--- config.mk ---
export PLATFORM = sky130hd
export DESIGN_NAME = exc_commit_ctrl
export DESIGN_NICKNAME = d
export VERILOG_FILES = /design/src/rtl/exc_pkg.sv /design/src/rtl/exc_commit_ctrl_prio_enc.sv /design/src/rtl/exc_commit_ctrl.sv
export SDC_FILE = /design/constraint.sdc
export NUM_CORES = 1
export LEC_CHECK = 0
export ABC_CLOCK_PERIOD_IN_PS = 4150
export CAP_MARGIN = 10
export CORE_MARGIN = 1.5
export CORE_UTILIZATION = 33
export DETAILED_ROUTE_END_ITERATION = 10
export PLACE_DENSITY_LB_ADDON = 0.1
export SYNTH_ARGS = -nofsm -noshare
export SYNTH_HDL_FRONTEND = slang
export SYNTH_SLANG_ARGS = --single-unit
--- constraint.sdc ---
create_clock -name clk -period 4.15 [get_ports clk]
set_input_delay 1.0375 -clock clk [delete_from_list [all_inputs] [get_ports clk]]
set_output_delay 1.0375 -clock clk [all_outputs]
set_load 0.05 [all_outputs]
--- src/rtl/exc_pkg.sv ---
// rtl/exc_pkg.sv - exception codes, flag bit positions and FSM states for the commit controller
package exc_pkg;

  localparam logic [31:0] EXC_INT     = 32'h01;
  localparam logic [31:0] EXC_ADEL    = 32'h04;
  localparam logic [31:0] EXC_ADES    = 32'h05;
  localparam logic [31:0] EXC_SYS     = 32'h08;
  localparam logic [31:0] EXC_BP      = 32'h09;
  localparam logic [31:0] EXC_RI      = 32'h0a;
  localparam logic [31:0] EXC_OV      = 32'h0c;
  localparam logic [31:0] EXC_TR      = 32'h0d;
  localparam logic [31:0] EXC_ERET    = 32'h0e;
  localparam logic [31:0] EXC_ADEL_IF = 32'h0f;

  localparam int FLAG_W       = 9;
  localparam int FLAG_ADEL_IF = 0;
  localparam int FLAG_RI      = 1;
  localparam int FLAG_OV      = 2;
  localparam int FLAG_TRAP    = 3;
  localparam int FLAG_SYS     = 4;
  localparam int FLAG_BP      = 5;
  localparam int FLAG_ADEL    = 6;
  localparam int FLAG_ADES    = 7;
  localparam int FLAG_RSVD    = 8;

  typedef enum logic [1:0] {
    ST_IDLE,
    ST_WAIT_MEM,
    ST_REDIRECT
  } state_e;

endpackage

--- src/rtl/exc_commit_ctrl_prio_enc.sv ---
// rtl/exc_commit_ctrl_prio_enc.sv - combinational priority encoder for exception code selection
module exc_prio_enc
  import exc_pkg::*;
(
  input  logic              int_i,
  input  logic [FLAG_W-1:0] exc_flags_i,
  input  logic              eret_i,
  output logic [31:0]       code_o
);

  logic unused_rsvd;
  assign unused_rsvd = exc_flags_i[FLAG_RSVD];

  always_comb begin
    code_o = '0;
    if (int_i)                           code_o = EXC_INT;
    else if (exc_flags_i[FLAG_ADEL_IF])  code_o = EXC_ADEL_IF;
    else if (exc_flags_i[FLAG_RI])       code_o = EXC_RI;
    else if (exc_flags_i[FLAG_OV])       code_o = EXC_OV;
    else if (exc_flags_i[FLAG_TRAP])     code_o = EXC_TR;
    else if (exc_flags_i[FLAG_SYS])      code_o = EXC_SYS;
    else if (exc_flags_i[FLAG_BP])       code_o = EXC_BP;
    else if (exc_flags_i[FLAG_ADEL])     code_o = EXC_ADEL;
    else if (exc_flags_i[FLAG_ADES])     code_o = EXC_ADES;
    else if (eret_i)                     code_o = EXC_ERET;
  end

endmodule

--- src/rtl/exc_commit_ctrl.sv ---
// rtl/exc_commit_ctrl.sv - commits MEM-stage exceptions to cp0_reg and redirects fetch
module exc_commit_ctrl
  import exc_pkg::*;
#(
  parameter int unsigned COOLDOWN = 2
) (
  input  logic              clk,
  input  logic              rst,
  input  logic              inst_valid_i,
  input  logic [FLAG_W-1:0] exc_flags_i,
  input  logic              eret_i,
  input  logic [31:0]       status_i,
  input  logic [31:0]       cause_i,
  input  logic [31:0]       exception_vector_i,
  input  logic              cp0_sc_we_i,
  input  logic              mem_busy_i,
  output logic [31:0]       except_type_o,
  output logic              flush_o,
  output logic              stall_o,
  output logic              redirect_valid_o,
  output logic [31:0]       redirect_pc_o,
  input  logic              redirect_ready_i
);

  localparam int CW = (COOLDOWN > 0) ? $clog2(COOLDOWN + 1) : 1;

  state_e        state_q, state_d;
  logic          int_q, int_d;
  logic [CW-1:0] cool_q, cool_d;
  logic [31:0]   code_q, code_d;
  logic [31:0]   pc_q, pc_d;
  logic          rv_q, rv_d;

  logic [31:0]   enc_code;
  logic [31:0]   commit_code;
  logic          flush;
  logic          stall;
  logic          req;

  logic unused_bits;
  assign unused_bits = ^{status_i[31:16], status_i[7:2], cause_i[31:16], cause_i[7:0]};

  exc_prio_enc u_prio_enc (
    .int_i       (int_q),
    .exc_flags_i (exc_flags_i),
    .eret_i      (eret_i),
    .code_o      (enc_code)
  );

  assign req = inst_valid_i && (enc_code != '0);

  always_comb begin
    state_d     = state_q;
    code_d      = code_q;
    pc_d        = pc_q;
    rv_d        = rv_q;
    commit_code = '0;
    flush       = 1'b0;
    stall       = 1'b0;

    case (state_q)
      ST_IDLE: begin
        if (req) begin
          if (mem_busy_i) begin
            stall   = 1'b1;
            code_d  = enc_code;
            state_d = ST_WAIT_MEM;
          end else begin
            commit_code = enc_code;
          end
        end
      end
      // The code captured on entry is held; late interrupts cannot replace it.
      ST_WAIT_MEM: begin
        if (mem_busy_i) stall = 1'b1;
        else            commit_code = code_q;
      end
      ST_REDIRECT: begin
        flush = 1'b1;
        if (redirect_ready_i) begin
          state_d = ST_IDLE;
          rv_d    = 1'b0;
        end
      end
      default: state_d = ST_IDLE;
    endcase

    if (commit_code != '0) begin
      flush   = 1'b1;
      pc_d    = exception_vector_i;
      rv_d    = 1'b1;
      state_d = ST_REDIRECT;
    end

    // Reload beats decrement so back-to-back Status/Cause writes keep interrupts masked.
    if ((commit_code == EXC_ERET) || cp0_sc_we_i) cool_d = CW'(COOLDOWN);
    else if (cool_q != '0)                        cool_d = cool_q - CW'(1);
    else                                          cool_d = '0;

    int_d = status_i[0] & ~status_i[1] & (|(status_i[15:8] & cause_i[15:8])) & (cool_q == '0);
  end

  always_ff @(posedge clk or posedge rst) begin
    if (rst) begin
      state_q <= ST_IDLE;
      int_q   <= 1'b0;
      cool_q  <= '0;
      code_q  <= '0;
      pc_q    <= '0;
      rv_q    <= 1'b0;
    end else begin
      state_q <= state_d;
      int_q   <= int_d;
      cool_q  <= cool_d;
      code_q  <= code_d;
      pc_q    <= pc_d;
      rv_q    <= rv_d;
    end
  end

  assign except_type_o    = rst ? 32'h0 : commit_code;
  assign flush_o          = rst ? 1'b0 : flush;
  assign stall_o          = rst ? 1'b0 : stall;
  assign redirect_valid_o = rv_q;
  assign redirect_pc_o    = pc_q;

endmodule
Word level (Yosys, flattened, before mapping)
Index checks and enable logic that the tools add are counted.
Widths: inputs -> output; s select.
- logic and storage cells: 64
- output and inout port bits: 67
- register bits: 70
- bitwise gates (word level): 5
- reduce and logical (&&, ||, !) cells: 13
- equal/unequal tests: 7
- muxes and demuxes: 32
- $add $sub $neg: 1
- operator list (cell ; count):
    $mux 32 ; 13
    $pmux 32 s2 ; 1
    $reduce_bool 32->1 ; 2
    $eq 32x4->1 const B ; 1
    $mux 2 ; 6
    $mux 1 ; 9
    $ne 3x3->1 const B ; 3
    $and 8x8->8 ; 1
    $reduce_or 8->1 ; 1
    $pmux 2 s3 ; 1
    $reduce_bool 2->1 ; 3
    $logic_not 2->1 ; 2
    $mux 4 ; 1
    $reduce_and 4->1 ; 1
    $and 1x1->1 ; 3
    $reduce_and 3->1 ; 1
    $eq 2x1->1 const B ; 1
    $eq 2x2->1 const B ; 1
    $ne 2x2->1 const B ; 1
    $pmux 1 s2 ; 1
    $reduce_and 2->1 ; 1
    $sub 2x1->2 const B ; 1
    $logic_and 1x1->1 ; 1
    $logic_or 1x1->1 ; 1
    $not 1->1 ; 1

Depth between registers and ports, before layout
Gate-level depths: netlist (run 1).
- word-level depth: 17
- gate-level depth with buffers: 7
- depth with buffers taken out: 5

Hierarchy
A second synthesis (run 1) with hierarchy kept.
- cells, all modules: 321
- area total of the unflattened synthesis: 3827.4 µm²
- by module, submodules not included (module ; area each (µm²) ; cells an instance ; sequential area each (µm²) ; times used):
    exc_commit_ctrl ; 3507.1 ; 276 ; 1751.7 ; 1
    exc_prio_enc ; 320.3 ; 45 ; 0.0 ; 1

Worst setup path after synthesis (run 1)
No wires, ideal clock.
- kind: input-to-output
- start: input port mem_busy_i
- end: output port except_type_o[0]
- stages on the path: 4
- data arrival time: 3.315 ns
- required time: 3.113 ns
- slack: -0.203 ns
- buffers on the path: 0
- cell sequence: or4b_2 -> a2111oi_0 -> nor2_1 -> nor3_1
- longest elaborated chain between the ends: 4
- elaborated cells on any way between the ends: 5
- those cells by class: mux (5)
- RTL lines (element ; line ; text):
    start: declaration ; exc_commit_ctrl.sv:16 ; input logic mem_busy_i,
    $mux 32 ; exc_commit_ctrl.sv:64 ; if (mem_busy_i) begin
    $mux 32 ; exc_commit_ctrl.sv:63 ; if (req) begin
    $pmux 32 s2 (*) ; exc_commit_ctrl.sv:61 ; case (state_q)
    $mux 32 (*) ; exc_commit_ctrl.sv:121 ; assign except_type_o = rst ? 32'h0 : commit_code;
    end: declaration ; exc_commit_ctrl.sv:17 ; output logic [31:0] except_type_o,
Every way passes the cells marked *; elsewhere a longest branch is shown, timed or not.

Final worst setup path (run 1)
- start: input port mem_busy_i
- end: output port flush_o
- longest elaborated chain between the ends: 6
- elaborated cells on any way between the ends: 7
- those cells by class: mux (6); reduce/logical (1)
- RTL lines (element ; line ; text):
    $mux 32 ; exc_commit_ctrl.sv:64 ;
    $mux 32 ; exc_commit_ctrl.sv:63 ;
    $pmux 32 s2 (*) ; exc_commit_ctrl.sv:61 ;
    $reduce_bool 32->1 (*) ; exc_commit_ctrl.sv:88 ; if (commit_code != '0) begin
    $mux 1 (*) ; exc_commit_ctrl.sv:88 ;
    $mux 1 (*) ; exc_commit_ctrl.sv:122 ; assign flush_o = rst ? 1'b0 : flush;
    end: declaration ; exc_commit_ctrl.sv:18 ; output logic flush_o,
Marked as above.

==> out/results.ini, run 1 <==
[yosys]
synth_common_cells = dfrtp_1 (42), mux2_4 (29), buf_4 (28)
ys_seq_area_share_pct = 47.3
synth_adder_area_share_pct = 0
synth_area_leaders = dfrtp_1 (47%), mux2_4 (20%), buf_4 (9.5%)
synthMuxAreaShare_pct = 22.6
avgSynthCellArea_um2 = 13.1
postSynthCellCount = 170
yosys.area_share.simple_pct = 10.6
synth_compound_area_share_pct = 7.54
synth.most_common_cell = dfrtp_1
synth_cell_types = 39
synth_edf_count = 0
yosys_warnings = 0
synth_top_family_by_area = multiplexers
synth_seq_cells = 42
yosysTopAreaCellShare_pct = 47.3
synth_ff_type = dfrtp_1
yosysTopAreaCell = dfrtp_1
synth_xor_area_share_pct = 0
async_flop_share_pct = 100
synth_area_um2 = 2220

[place]
dp_hpwl_mm = 3.74
dpl.cell_count = 362
gp_congestion = 0.788
port_buffers = 103
pre_cts_ws_ns = -0.105

[global_routing]
grt_start_max_net_pins = 43
globalRouteOverflowTotal = 0
grt_usage_pct = 13.6
antenna_found_initial = 0
grt_pass1_vias = 1647
grt_pass1_wl_mm = 7.85

[sta]
slew_violations = 0
finalCriticalPeriod_ns = 4.07
hold_viol_final = 0
finalWorstSetupSlack_ns = 0.0786
skew_ns = 0.00791
fin_crit_sh_pct = 98.1
rsz0062_at_grt = false
relSlewSlack_pct = 40.7
max_freq_mhz = 246
setup_viol = 0
tightest_slew_ns = 0.888
fin_tns_setup_ns = 0

[critical_path]
startpoint_type = primary input
critPathRequiredTime_ns = 3.11
rr_worst_depth = 9
cp-startpoint = mem_busy_i
endpoint = flush_o
worst_ep_arrival_time_ns = 3.03
worstSetupPathType = primary input to output port
r2r-start = state_q[1]
ff2ff_setup_slack_ns = 1.55
crit_fanout = 3
worstReg2RegEnd = redirect_pc_o[19]
cp-end-kind = output port

[floorplanning]
io_pins = 179
start_util_pct = 34.6
core_um2 = 6420
die_h_um = 85.1
rows = 29
dieWidth_um = 85.1
die-area_um2 = 7240

[routing]
num_vias = 1684
drt-total-wl_mm = 4.90
wl_per_cell_um = 13.2
via_per_inst = 4.54
drtAntennaViolNets = 0
drt_pass1_iterations = 6
drt_iter0_drc = 70
drcViolationCount = 11

[cts]
cts_tree = yes
numCtsBuffers = 5
cts-root-buf = clkbuf_8
clkSinkCount = 42
h-tree-depth = 2
clockBufferDepth = 2
ctsHoldBuffers = 0
clk_pin_slew_worst_paths_ns = 0.08
clock_latency_ns = 0.29

[cells_and_area]
final_nets = 405
layout-drive-gt1-share_pct = 27.9
nFillCells = 583
synthToLayoutAreaGrowth_pct = 58.1
n_antenna_cell = 0
fin_cells = 371

[pwr]
pwr-share-seq_pct = 26.0
p_clk_share_pct = 9.4
ir_drop_uv = 369
p_int_mw = 1.52
swShare_pct = 45.4
p_leak_nw = 1.54
power_per_cell_area_nw_per_um2 = 794
p_switching_mw = 1.27
power_frac_comb_pct = 64.7

[run_status]
failed_checks = design-rule violations
status = finished, violations left

[worst_hold_path]
min_path_type = flop to flop

[flow_run]
max_cap_viol_count = 0

[worst max-delay path, stage by stage]
cell and delay, ns:
clkdlybuf4s50_1 0.42, or4b_4 0.57, buf_4 0.16, nor2_2 0.12
buf_4 0.14, a22oi_4 0.05, and4_1 0.18, a21oi_2 0.19
buf_12 0.16
[sequential cells by signal (all words and copies together), names as in the netlist]
| name | cells |
|---|---|
| code_q | 4 |
| redirect_valid_o | 1 |
| redirect_pc_o | 32 |
| cool_q | 2 |
| int_q | 1 |
| state_q | 2 |
[cells by family after synthesis]
logic type	Yosys count
compound gates	21
buf+inv	36
flops	42
mux	35
other cells	1
simple gates	35
[metal layers]
metal	track usage [%]	share of wire, %
met3	3.31	7.9
met1	17.7	43
met4	3.58	0.90
met5	0	0
met2	22.9	48
[final cells by class]
cell class              instances  area [um2]  share of cell area, %
repair buffers                121        1210                   34.4
multi-input cells             119        1060                   30.1
flip-flops and latches         42        1050                   29.9
well taps                      77        96.3                   2.74
clock buffers                   6        72.6                   2.06
inverters                       4        15.0                  0.427
clock inverters                 2        13.8                  0.391
[placed cells by master, fill, tap and decap left out, types with 2 or more instances in the layout]
cell,Yosys,routed
clkdlybuf4s50_1,0,93
dfrtp_1,42,42
mux2_4,29,29
conb_1,1,28
buf_4,28,19
nor2_1,8,7
mux2_2,6,6
clkbuf_8,0,5
buf_12,0,5
a22oi_1,4,4
dlygate4sd2_1,0,4
nand2b_1,3,3
nor2b_1,3,3
o21ai_0,3,3
inv_1,4,3
nor3_2,0,3
nand2_1,3,3
or4b_4,1,2
nor4b_1,2,2
a21oi_1,3,2
[through the flow]
step                      utilization, %  area [um2]  hold WS (ns)  power (mW)
after CTS                           54.7        3520         0.484        2.82
final                               54.7        3520         0.481        2.79
after global placement              52.9        3400         0.452        2.52
after floorplan                        -        2340         0.425        1.99
after detailed placement            52.9        3400         0.462        2.53
after global routing                54.7        3520         0.504        2.93
[worst min-delay path by stage]
stage / startpoint / end / depth (start not counted)
global placement: cool_q[0] / cool_q[0] / 1
detailed placement: cool_q[0] / cool_q[0] / 1
global route: cool_q[0] / cool_q[0] / 1
finish: cool_q[0] / cool_q[0] / 1
floorplan: cool_q[0] / cool_q[0] / 1
CTS: cool_q[0] / cool_q[0] / 1
[power groups by stage]
stage          registers [mW]  logic, mW  clock network, mW
2_1_floorplan            1.29      0.697                  0
3_3_place_gp            0.722       1.80                  0
3_5_place_dp            0.730       1.80                  0
4_1_cts                 0.725       1.82              0.275
5_1_grt                 0.756       1.88              0.292
6_report                0.725       1.80              0.262
[what timing repair did]
action,in CTS,in global routing
setup endpoints to repair,5,1
buffers inserted,1,0
gates resized for setup,10,0
pin swaps,5,1
cloned,0,0
Power figures use the tool's default switching activity.
==> run 2, diff against run 1 <==
--- a/config.mk
+++ b/config.mk
@@ -7,7 +7,7 @@
 export LEC_CHECK = 0
 export ABC_CLOCK_PERIOD_IN_PS = 4150
 export CAP_MARGIN = 10
-export CORE_MARGIN = 1.5
+export CORE_MARGIN = 5
 export CORE_UTILIZATION = 33
 export DETAILED_ROUTE_END_ITERATION = 10
 export PLACE_DENSITY_LB_ADDON = 0.1
==> out/results.ini, run 2 (synthesized netlist as in run 1, its figures left out) <==
[run_status]
status = complete, no violations

[cells_and_area]
synthToLayoutAreaGrowth_pct = 59.9
layout-drive-gt1-share_pct = 28.2  ; +0.34 points
post-route-util_pct = 53.2  ; -1.5 points
fin_cells = 374  ; +0.81%
final_nets = 405  ; unchanged
layout_commonest_cell = clkdlybuf4s50_1
largest_register_ffs = 32  ; unchanged
mostFrequentLayoutCells = clkdlybuf4s50_1 (93), dfrtp_1 (42), mux2_4 (29)
fin_area_um2 = 3550  ; +1.1%
n_antenna_cell = 0  ; unchanged

[cts]
cts-root-buf = clkbuf_8
clock_latency_ns = 0.28  ; about the same
ctsHoldBuffers = 0  ; unchanged
clk_pin_slew_worst_paths_ns = 0.07  ; about the same
clkSinkCount = 42  ; unchanged
clockBufferDepth = 2  ; unchanged
cts_tree = yes
numCtsBuffers = 5  ; unchanged
h-tree-depth = 2  ; unchanged

[sta]
tightest_slew_ns = 0.750  ; -0.138 ns
skew_ns = 0.00728  ; -0.000621 ns
whs_ns = 0.469  ; -0.0114 ns
fin_crit_sh_pct = 97.6  ; -0.51 points
fin_tns_setup_ns = 0  ; unchanged
finalCriticalPeriod_ns = 4.05  ; -0.0211 ns
setup_viol = 0  ; unchanged
rsz0062_at_grt = false
relSlewSlack_pct = 49.7  ; +9.0 points
hold_viol_final = 0  ; unchanged
slew_violations = 0  ; unchanged
max_freq_mhz = 247  ; +0.52%
finalWorstSetupSlack_ns = 0.0997  ; +0.0211 ns

[critical_path]
crit_fanout = 3  ; unchanged
cp-end-kind = output port
critPathRequiredTime_ns = 3.11  ; about the same
worstSetupPathType = primary input to output port
startpoint_type = primary input
cp_slowest_cell = or4_4
path_delay_family = simple AND/OR/NAND/NOR gates
cpPeakStageDelay_ns = 0.54  ; -0.03 ns
worst-path-buf-inv = 2  ; -2
worst_ep_arrival_time_ns = 3.01  ; -0.02 ns
ff2ff_setup_slack_ns = 1.53  ; -0.02 ns
worstPathCellList = dlygate4sd2_1 > or4_4 > or4b_4 > a22oi_4 > and4_4 > a21oi_4 > buf_12

[pwr]
ir_drop_uv = 364  ; -1.4%
p_total_mw = 2.82  ; +1.1%
p_leak_nw = 1.56  ; +1.2%
power_per_cell_area_nw_per_um2 = 794  ; about the same

[global_routing]
grt_start_max_net_pins = 23  ; -47%
grt_pass1_wl_mm = 8.66  ; +10%
globalRouteOverflowTotal = 0  ; unchanged
antenna_found_initial = 0  ; unchanged
grt_usage_pct = 12.6  ; -1.0 points
grt_pass1_vias = 1729  ; +5.0%

[place]
pre_cts_ws_ns = -0.135  ; -0.0303 ns
dp_hpwl_mm = 4.42  ; +18%
dpl.cell_count = 366  ; +1.1%
placed_area_um2 = 3420  ; +0.70%
gp_congestion = 0.683  ; -13%
port_buffers = 103  ; unchanged

[floorplanning]
die-area_um2 = 8480  ; +17%
core_um2 = 6680  ; +4.0%
start_util_pct = 33.3  ; -1.3 points
io_pins = 179  ; unchanged
rows = 30  ; +3.4%
dieWidth_um = 92.1  ; +8.2%
die_h_um = 92.1  ; +8.2%

[worst_hold_path]
min_path_type = flop to flop

[routing]
num_vias = 1680  ; -0.24%
wl_per_cell_um = 14.7  ; +11%
drt_iter0_drc = 13  ; -81%
drcViolationCount = 0  ; -11
drtAntennaViolNets = 0  ; unchanged
drt_pass1_iterations = 4  ; -2
via_per_inst = 4.49  ; -1.0%
drt-total-wl_mm = 5.50  ; +12%

[flow_run]
max_cap_viol_count = 0  ; unchanged

-- run 2: changes by cell type in the layout (fill, tap and decap cells not counted), sizes merged --
cell | before | now
dlygate4sd2 | 4 | 3
dlymetal6s2s | 0 | 1
inv | 4 | 3
clkinvlp | 0 | 1
-- run 2: final timing paths --
| path | startpoint | end | depth (start not counted) |
|---|---|---|---|
| hold / removal | cool_q[0] | cool_q[0] | 1 |
| setup / recovery | exc_flags_i[3] | flush_o | 7 |
| hold reg to reg | cool_q[0] | cool_q[0] | 1 |
| min in group asynchronous | rst | code_q[2] | 2 |
| setup reg to reg | state_q[1] | redirect_pc_o[15] | 9 |
| max in group asynchronous | rst | redirect_pc_o[30] | 3 |
-- run 2: per-layer routing --
metal	GRT usage (%)	vias up	part of all wire (%)
met5	0	-	0
li1	-	794	-
met4	2.23	0	0.38
met3	3.61	2	7.1
met1	16.5	810	43
met2	21.0	74	49
-- run 2: timing repair --
action                                  CTS  global route
resized for setup                        12             1
endpoints found under the setup margin    6             2
pin swaps                                 5             3
setup buffers                             0             0
-- run 2: area by class of cell --
class	count	area [um2]
Timing Repair Buffer	121	1220
Sequential cell	42	1050
Multi-Input combinational cell	119	1070
Inverter	4	15.0
Clock buffer	6	82.6
Tap cell	80	100
Clock inverter	2	12.5
Fill cell	619	3130
-- run 2: worst register-to-register path, stage by stage, from the launching register on --
cell     delay [ns]
dfrtp_1        0.54
or4b_4         0.60
buf_4          0.16
nor2_2         0.12
buf_4          0.14
a22oi_4        0.04
buf_4          0.16
nand4_4        0.21
buf_4          0.23
mux2_4         0.31
-- run 2: report_power, final --
group	switching (mW)	total [mW]	internal (mW)
clock network	0.136	0.269	0.134
registers	0.126	0.734	0.608
logic	1.02	1.82	0.800
total	1.28	2.82	1.54
==> run 3, diff against run 2 <==
--- a/config.mk
+++ b/config.mk
@@ -10,7 +10,7 @@
 export CORE_MARGIN = 5
 export CORE_UTILIZATION = 33
 export DETAILED_ROUTE_END_ITERATION = 10
-export PLACE_DENSITY_LB_ADDON = 0.1
+export PLACE_DENSITY_LB_ADDON = 0.25
 export SYNTH_ARGS = -nofsm -noshare
 export SYNTH_HDL_FRONTEND = slang
 export SYNTH_SLANG_ARGS = --single-unit
==> out/results.ini, run 3 (synthesized netlist as in run 1, its figures left out) <==
[cells_and_area]
synthToLayoutAreaGrowth_pct = 59.4
multi_input_area_um2 = 1070  ; +0.23%
mostFrequentLayoutCells = clkdlybuf4s50_1 (94), dfrtp_1 (42), mux2_4 (29)
layout_commonest_cell = clkdlybuf4s50_1
largest_register_ffs = 32  ; unchanged
post-route-util_pct = 53.1  ; -0.15 points
ff_latch_area_um2 = 1050  ; unchanged
layout-drive-gt1-share_pct = 28.1  ; -0.15 points
final_nets = 403  ; -0.49%
n_antenna_cell = 0  ; unchanged
fin_area_um2 = 3540  ; -0.28%
nFillCells = 600  ; -3.1%

[global_routing]
globalRouteOverflowTotal = 0  ; unchanged
use_met2_pct = 19.4  ; -1.6 points
grt_usage_pct = 11.9  ; -0.71 points
grt_start_max_net_pins = 43  ; +87%
grt_pass1_wl_mm = 8.11  ; -6.4%
grt_use_met3_pct = 4.10  ; +0.49 points
antenna_found_initial = 0  ; unchanged
met1_usage_pct = 15.3  ; -1.2 points
grt_pass1_vias = 1644  ; -4.9%
grt.busiest_layer = met2

[sta]
finalWorstSetupSlack_ns = 0.0549  ; -0.0448 ns
fin_crit_sh_pct = 98.7  ; +1.1 points
max_freq_mhz = 244  ; -1.1%
setup_viol = 0  ; unchanged
fin_tns_setup_ns = 0  ; unchanged
slew_violations = 0  ; unchanged
hold_viol_final = 0  ; unchanged
relSlewSlack_pct = 42.6  ; -7.1 points
rsz0062_at_grt = false
finalCriticalPeriod_ns = 4.10  ; +0.0448 ns
skew_ns = 0.0112  ; +0.00394 ns
tightest_slew_ns = 0.859  ; +0.109 ns

[place]
port_buffers = 103  ; unchanged
placed_area_um2 = 3390  ; -1.0%
gp_congestion = 0.823  ; +20%
pre_cts_ws_ns = -0.129  ; +0.00670 ns
dp_hpwl_mm = 4.02  ; -9.2%

[floorplanning]
die_h_um = 92.1  ; unchanged
rows = 30  ; unchanged
io_pins = 179  ; unchanged
core_um2 = 6680  ; unchanged
dieWidth_um = 92.1  ; unchanged
start_util_pct = 33.3  ; unchanged
die-area_um2 = 8480  ; unchanged

[critical_path]
ff2ff_setup_slack_ns = 1.62  ; +0.09 ns
critPathRequiredTime_ns = 3.11  ; about the same
cp-end-kind = output port
cpPeakStageDelay_ns = 0.55  ; about the same
cp-startpoint = exc_flags_i[2]
worstSetupPathType = primary input to output port
worstReg2RegEnd = redirect_pc_o[30]
startpoint_type = primary input
worstPathCellList = clkdlybuf4s50_1 > or4_4 > or4b_4 > a22oi_4 > and4_4 > a21oi_4 > buf_12
worst_ep_arrival_time_ns = 3.06  ; +0.05 ns
crit_fanout = 3  ; unchanged
endpoint = flush_o
r2r-start = state_q[1]
cp_slowest_cell = or4b_4
rr_worst_depth = 9  ; unchanged

[cts]
ctsHoldBuffers = 0  ; unchanged
clkSinkCount = 42  ; unchanged
cts-root-buf = clkbuf_8
clk_pin_slew_worst_paths_ns = 0.07  ; about the same
clockBufferDepth = 2  ; unchanged
h-tree-depth = 2  ; unchanged
clock_latency_ns = 0.29  ; about the same
cts_tree = yes
numCtsBuffers = 5  ; unchanged

[routing]
num_vias = 1674  ; -0.36%
drt_iter0_drc = 37  ; +24
drt_pass1_iterations = 4  ; unchanged
via_per_inst = 4.50  ; +0.18%
wl_per_cell_um = 13.8  ; -6.1%
drt-total-wl_mm = 5.14  ; -6.6%
drtAntennaViolNets = 0  ; unchanged
drcViolationCount = 0  ; unchanged

[worst_hold_path]
min_path_type = flop to flop

[pwr]
ir_drop_uv = 393  ; +8.0%
p_leak_nw = 1.55  ; -0.62%
p_total_mw = 2.86  ; +1.2%
power_per_cell_area_nw_per_um2 = 806  ; +1.5%

[run_status]
status = complete, no violations

[flow_run]
max_cap_viol_count = 0  ; unchanged

run 3: area by class of cell:
type	count	area share [%]
Tap cell	80	2.82
Multi-Input combinational cell	119	30.2
Clock buffer	5	1.94
Timing Repair Buffer	119	33.7
Sequential cell	42	29.7
Clock inverter	3	1.24
Inverter	4	0.424
run 3: stage by stage:
stage,cells,hold WS (ns)
global placement,363,0.448
global route,372,0.501
detailed placement,363,0.459
floorplan,197,0.425
CTS,372,0.479
finish,372,0.485
run 3: timing repair:
action / 4_1_cts / 5_1_grt
resized for setup: 12 / 0
setup buffers: 1 / 0
pin swaps: 5 / 1
endpoints found under the setup margin: 6 / 1
run 3: worst max-delay path: cells and delay by family:
kind	cells	cell delay (ns)
AOI/OAI and AO/OA	2	0.22
buffers and inverters	2	0.57
and+or+nand+nor	3	1.22
run 3: metal layers:
layer  vias up  routed length [um]
met1       797                2160
met2        75                2470
li1        796                   -
met3         6                 466
met5         -                   0
met4         0                  45
run 3: how the worst min path moves through the flow:
stage | cells after the start | slack (ns) | end | start
after floorplan | 1 | 0.42 | cool_q[0] | cool_q[0]
after global placement | 1 | 0.45 | cool_q[0] | cool_q[0]
after detailed placement | 1 | 0.46 | cool_q[0] | cool_q[0]
after CTS | 1 | 0.48 | cool_q[0] | cool_q[0]
after global routing | 1 | 0.50 | cool_q[0] | cool_q[0]
final | 1 | 0.48 | cool_q[0] | cool_q[0]
run 3: report_power, final:
group	leakage [nW]	switching [mW]	internal, mW
registers	0.493	0.123	0.608
clock network	0.0585	0.143	0.180
logic	0.998	1.01	0.793
